===== src/rtl/apb_fifo_slave.sv =====
// APB responder with a 4-word register window: scratch, status, and push/pop
// ports into a DEPTH-entry 32-bit FIFO mailbox, with fixed access wait states.
module apb_fifo_slave #(
  parameter int DEPTH       = 8,
  parameter int WAIT_CYCLES = 1
) (
  input  logic        PCLK,
  input  logic        PRESET,
  input  logic        PSEL,
  input  logic        PENABLE,
  input  logic        PWRITE,
  input  logic [31:0] PADDR,
  input  logic [31:0] PWDATA,
  output logic [31:0] PRDATA,
  output logic        PREADY
);

  // state   | meaning
  // ST_IDLE | no transfer in flight, waiting for a setup phase
  // ST_WAIT | transfer accepted, counting access-phase wait states
  typedef enum logic {ST_IDLE, ST_WAIT} state_t;

  localparam int AW = $clog2(DEPTH);

  state_t          state_q, state_d;
  logic [3:0]      wcnt_q, wcnt_d;
  logic [31:0]     scratch_q;
  logic [AW-1:0]   wptr_q, rptr_q;
  logic [AW:0]     cnt_q;
  logic            ovf_q, unf_q;
  logic [31:0]     mem [DEPTH];

  logic [1:0]      sel;
  logic            full, empty;
  logic            wr_cmt, rd_cmt;
  logic            push, pop, ovf_set, unf_set, sts_wr;
  logic [31:0]     status;

  always_ff @(posedge PCLK) begin
    if (!PRESET) begin
      state_q <= ST_IDLE;
      wcnt_q  <= '0;
    end else begin
      state_q <= state_d;
      wcnt_q  <= wcnt_d;
    end
  end

  always_comb begin
    state_d = state_q;
    wcnt_d  = wcnt_q;
    PREADY  = 1'b0;
    case (state_q)
      ST_IDLE: begin
        if (PSEL && !PENABLE) begin
          state_d = ST_WAIT;
          wcnt_d  = '0;
        end
      end
      ST_WAIT: begin
        if (!PSEL) begin
          state_d = ST_IDLE;
        end else if (PENABLE) begin
          if (wcnt_q == 4'(WAIT_CYCLES)) begin
            PREADY  = 1'b1;
            state_d = ST_IDLE;
          end else begin
            wcnt_d = wcnt_q + 4'd1;
          end
        end
      end
      default: state_d = ST_IDLE;
    endcase
  end

  // PREADY already implies PSEL & PENABLE, so it marks the completion edge.
  assign sel     = PADDR[3:2];
  assign full    = (cnt_q == (AW+1)'(DEPTH));
  assign empty   = (cnt_q == '0);
  assign wr_cmt  = PREADY && PWRITE;
  assign rd_cmt  = PREADY && !PWRITE;
  assign push    = wr_cmt && (sel == 2'd2) && !full;
  assign ovf_set = wr_cmt && (sel == 2'd2) && full;
  assign pop     = rd_cmt && (sel == 2'd3) && !empty;
  assign unf_set = rd_cmt && (sel == 2'd3) && empty;
  assign sts_wr  = wr_cmt && (sel == 2'd1);
  assign status  = 32'({cnt_q, unf_q, ovf_q, full, empty});

  always_ff @(posedge PCLK) begin
    if (!PRESET) begin
      scratch_q <= '0;
      wptr_q    <= '0;
      rptr_q    <= '0;
      cnt_q     <= '0;
      ovf_q     <= 1'b0;
      unf_q     <= 1'b0;
    end else begin
      if (wr_cmt && (sel == 2'd0)) scratch_q <= PWDATA;
      if (push) begin
        wptr_q <= wptr_q + 1'b1;
        cnt_q  <= cnt_q + 1'b1;
      end
      if (pop) begin
        rptr_q <= rptr_q + 1'b1;
        cnt_q  <= cnt_q - 1'b1;
      end
      // Clear is evaluated last so a W1C beats a same-cycle set.
      if (ovf_set) ovf_q <= 1'b1;
      if (unf_set) unf_q <= 1'b1;
      if (sts_wr && PWDATA[2]) ovf_q <= 1'b0;
      if (sts_wr && PWDATA[3]) unf_q <= 1'b0;
    end
  end

  always_ff @(posedge PCLK) begin
    if (push) mem[wptr_q] <= PWDATA;
  end

  always_comb begin
    PRDATA = '0;
    if (rd_cmt) begin
      case (sel)
        2'd0:    PRDATA = scratch_q;
        2'd1:    PRDATA = status;
        2'd3:    PRDATA = empty ? 32'd0 : mem[rptr_q];
        default: PRDATA = '0;
      endcase
    end
  end

endmodule


===== config.mk =====
export PLATFORM = sky130hd
export DESIGN_NAME = apb_fifo_slave
export DESIGN_NICKNAME = d
export VERILOG_FILES = /design/src/rtl/apb_fifo_slave.sv
export SDC_FILE = /design/constraint.sdc
export NUM_CORES = 1
export LEC_CHECK = 0
export ABC_CLOCK_PERIOD_IN_PS = 10250
export BUFFER_PORTS_ARGS = -buffer_cell sky130_fd_sc_hd__buf_2
export CORE_MARGIN = 10
export CORE_UTILIZATION = 60
export DETAILED_ROUTE_END_ITERATION = 8
export PLACE_DENSITY = 0.8
export SYNTH_ARGS = -nofsm -noshare
export SYNTH_HDL_FRONTEND = slang
export SYNTH_SLANG_ARGS = --single-unit
export TNS_END_PERCENT = 10

===== constraint.sdc =====
create_clock -name PCLK -period 10.25 [get_ports PCLK]
set_clock_uncertainty 0.05 [all_clocks]
set_input_delay 2.05 -clock PCLK [delete_from_list [all_inputs] [get_ports PCLK]]
set_output_delay 2.05 -clock PCLK [all_outputs]
set_load 0.02 [all_outputs]

# Word-level counts from Yosys, hierarchy flattened
# Memory sizes are Yosys's and may differ from the RTL's. A register that Yosys moved wholly into a read port is not among the register bits.
# Index checks and enable logic that the tools add are counted.
# Widths: inputs -> output; s select.
# op_classes
n_addsub,5
n_eq_ne,9
mux,23
bitwise_logic,2
n_reduce_logical,23
# op_table
cell,count
$pmux 32 s3,1
$mux 32,2
$mux 4,6
$logic_and 1x1->1,13
$mux 1,10
$add 4x1->4 const B,2
$ne 2x2->1 const B,4
$pmux 4 s2,1
$add 3x1->3 const B,2
$mux 3,2
$eq 2x2->1 const B,2
$eq 4x1->1 const B,1
$eq 4x4->1 const B,1
$logic_not 1->1,4
$logic_not 4->1,1
$reduce_and 4->1,1
$reduce_or 2->1,2
$sub 4x1->4 const B,1
$eq 2x1->1 const B,1
$logic_not 2->1,1
$not 1->1,2
$pmux 1 s2,1
$reduce_bool 2->1,1
# word_totals
reg_bits,49
mem_bits_rw,256
inputBits,69
out_inout_bits,33
wordCells,71
mem_count,1
# mem_list
name,words,word_bits,read_ports,rd_ports_with_merged_regs,write_ports,line_no,source
mem,8,32,1,1,1,31,logic [31:0] mem [DEPTH];

# Logic depth before layout (Yosys ltp)
# depth
depth_word,10
mapped_depth,12
mapped_depth_nobuf,11

# Least setup slack after synthesis
# OpenSTA, ideal clock, no wires.
# synth_timing
path_type,input port to flip-flop
start,input PWRITE
end,"memory mem[0][0], enable pin"
setup_time_ns,0.461
arrival_time_ns,5.087
required_ns,9.739
setup_slack_ns,4.652
path_stages,5
path_buffers,1
path_cell_list,clkbuf_1 > nand3b_1 > nor4_4 > nand2b_1 > nor3_1
# synth_between
elab_chain_len,5
# synth_rtl
item,line_no,source
start: declaration,11,"input logic PWRITE,"
$logic_and 1x1->1,80,assign wr_cmt = PREADY && PWRITE;
$logic_and 1x1->1 (2 in a row),82,assign push = wr_cmt && (sel == 2'd2) && !full;
$mux 1,116,if (push) mem[wptr_q] <= PWDATA;
$mux 1 (implied by the code),116,
end: declaration,31,
# Every way passes these cells.

# Final worst setup path
# layout_timing
start,input PADDR[2]
end,output PRDATA[28]
# layout_between
elab_chain_len,3
elab_cells_between_ends,5
cone_classes,eq/ne (2); mux (2); reduce/logical (1)
# layout_rtl
item,line_no,source
start: declaration,12,"input logic [31:0] PADDR,"
"$eq 2x2->1, or another cell as far along",122,case (sel)
$pmux 32 s3 (*),122,
$mux 32 (*),121,if (rd_cmt) begin
end: declaration,14,"output logic [31:0] PRDATA,"
# Every way passes the cells marked *; elsewhere a longest branch is shown, timed or not.

==> impl_results.md <==
- DP HPWL: 14.39 mm
- Post-CTS setup buffers: 0
- Most frequent cells in the layout: 256 x edfxtp_1, 75 x nand2_1, 71 x buf_2
- Setup tns final: 0 ps
- Inst Count DP: 1055
- Crit path kind: in -> out
- Die X: 163.2 um
- Clock sinks: 308
- Reg area: 8735 um^2
- Router iterations before antenna repair: 5
- Final setup margin: 4203 ps
- Seq cells post-synth: 308
- Core Area: 20230 um^2
- Final ANT Viol Nets: 0
- Later-pin clock latency in the skew report: 540 ps
- CP Depth: 7
- Final nets: 890
- Power Total: 2.442 mW
- Post-synth ARST share: 0%
- CTS tree: built
- Fraction of layout instances using a drive strength above 1: 25.66%
- CTS max path bufs: 3
- Hold depth: 2
- Setup violators final: 0
- Period minus WS final: 6047 ps
- Worst Setup End Kind: output pin
- Vias per std cell: 6.217
- Max-slew headroom: 30.28%
- Critical path's top delay family: simple AND/OR/NAND/NOR gates
- Initial Util: 60.83%
- Power Density: 175.9 nW/um^2
- Syn Area/Cell: 16.46 um^2
- First-pass GRT wire length: 42.26 mm
- CP Cell Sequence: buf_2, nand2_1, or2_2, nor2_1, a21oi_1, nor2_1, buf_2
- Vias in the first global route: 7330
- Multi-input gate area: 3417 um^2
- Slowest stage delay, CP: 650 ps
- Rows: 52
- Worst-path clk slew: 60 ps
- # hold bufs at CTS: 0
- Initial antenna violation count: 2
- Height of the die: 163.2 um
- Gp weighted congestion: 0.7369
- Number of buffers created by CTS: 29
- Via count: 6895
- Register area share after synthesis: 70.91%
- Hold Fails Final Rpt: 0
- Final instance area: 13880 um^2
- Worst EP arrival: 3950 ps
- Status: completed
- Commonest non-fill, non-tap cell in the layout: edfxtp_1
- Req. time, crit path: 8150 ps
- IO Count: 102
- Type of the most critical hold path: reg -> reg
- # DRC: 0
- Final worst-path cycle share: 59.00%
- Pleak: 4.379 nW
- Cell area after synthesis: 12310 um^2
- Overall Global Routing Usage: 20.44%
- Max-cap violations: 0
- Post-synth cell types: 46
- Post-synthesis cell count: 748
- WL final: 26.76 mm
- 1st-iter DRT viols: 632
- FMAX: 0.1654 GHz
- Largest net degree at the start of global routing: 65
- Worst vdd ir: 0.1907 mV
- Die area: 26640 um^2
- Most frequently used flop master after synthesis: edfxtp_1
- RSZ-0062 raised after global routing: no
- Worst Max-Slew Pin Slew: 1044 ps
- Worst Setup Start Kind: primary input
- CP max FO: 33
- Area after DPL: 12940 um^2
- Net Count, Synth: 822
- Wire per inst: 24.13 um
- Resized Gates After CTS: 0
- Setup WS pre-CTS: 4266 ps
- Worst path bufs/invs: 2
- Layout Utilization: 68.61%
- Layout area overhead: 12.79%
- Post-route insts no fill: 1109
- Slowest CP cell: or2_2
- Synth warnings: 0
- WHS: 406.3 ps
- Root Buffer: clkbuf_16
- Register-to-Register Path Depth: 6
- Fin. max-slew vios: 0
- Total grt overflow: 0
- H-tree depth: 1
- # port buffers: 71
- Post-synth EDFFs: 256
- Filler cell count: 1300
-- registers in the layout (all words and copies together), names as in the netlist, named ones only --
signal / cells
scratch_q: 32
unf_q: 1
ovf_q: 1
cnt_q: 4
wptr_q: 3
state_q: 1
mem: 256
wcnt_q: 4
rptr_q: 3
-- tightest hold or removal path, delay by kind of cell (launching register included) --
kind	cells	cell delay, ps
AOI/OAI and AO/OA	1	50
DFF	1	310
and+or+nand+nor	1	50
-- cell usage after synthesis (3+ instances only) --
master      n  share of area (%)
nor3_1      5               0.20
o21a_1      3               0.18
o22a_1      8               0.57
buf_1       7               0.21
nand3_1     5               0.20
nand4_1     3               0.15
edfxtp_1  256                 62
a21oi_1    63                2.6
clkbuf_1   18               0.55
xor2_1      5               0.36
nand2_1    75                2.3
nor2_1     77                2.3
buf_2      15               0.61
buf_6       4               0.37
or2_2       3               0.15
nand2b_1    4               0.20
mux2i_1    43                3.5
ha_1        5               0.51
mux4_2     64                 12
dfxtp_1    52                8.5
-- routing by layer --
metal | share of wire (%) | routed length, um | up-vias | GRT usage [%]
met5 | 0.075 | 20 | - | 0
met3 | 8.4 | 2238 | 47 | 3.624
met4 | 1.8 | 474 | 2 | 5.451
li1 | - | - | 3014 | -
met1 | 40 | 10590 | 3520 | 27.19
met2 | 50 | 13440 | 312 | 34.19
-- report_power, final --
group,switching (mW),internal [mW],total (mW)
Combinational,0.0265,0.00787,0.0344
Clock,0.436,0.618,1.05
Sequential,0.000513,1.35,1.35
-- worst paths after layout --
path                       from       endpoint  slack (ps)
setup / recovery       PADDR[2]     PRDATA[28]        4200
hold / removal    scratch_q[21]  scratch_q[21]         410
setup reg to reg      wcnt_q[0]     mem[0][16]        6600
hold reg to reg   scratch_q[21]  scratch_q[21]         410
-- cell type report --
class	instances	share of cell area (%)
clock buffers	33	5.335
repair buffers	82	3.154
well taps	270	2.433
clock inverters	20	1.451
flip-flops and latches	308	62.91
multi-input cells	392	24.61
inverters	3	0.08111
diodes	1	0.01802
-- kinds of logic after synthesis --
family / share of synthesized area (%)
and+or+nand+nor: 7.044
buffers and inverters: 1.891
DFF: 70.91
muxes: 15.21
xor gates and xnor gates: 0.4981
AOI/OAI and AO/OA: 3.944
adders and majority gates: 0.5082
(Power assumes the default switching activity.)
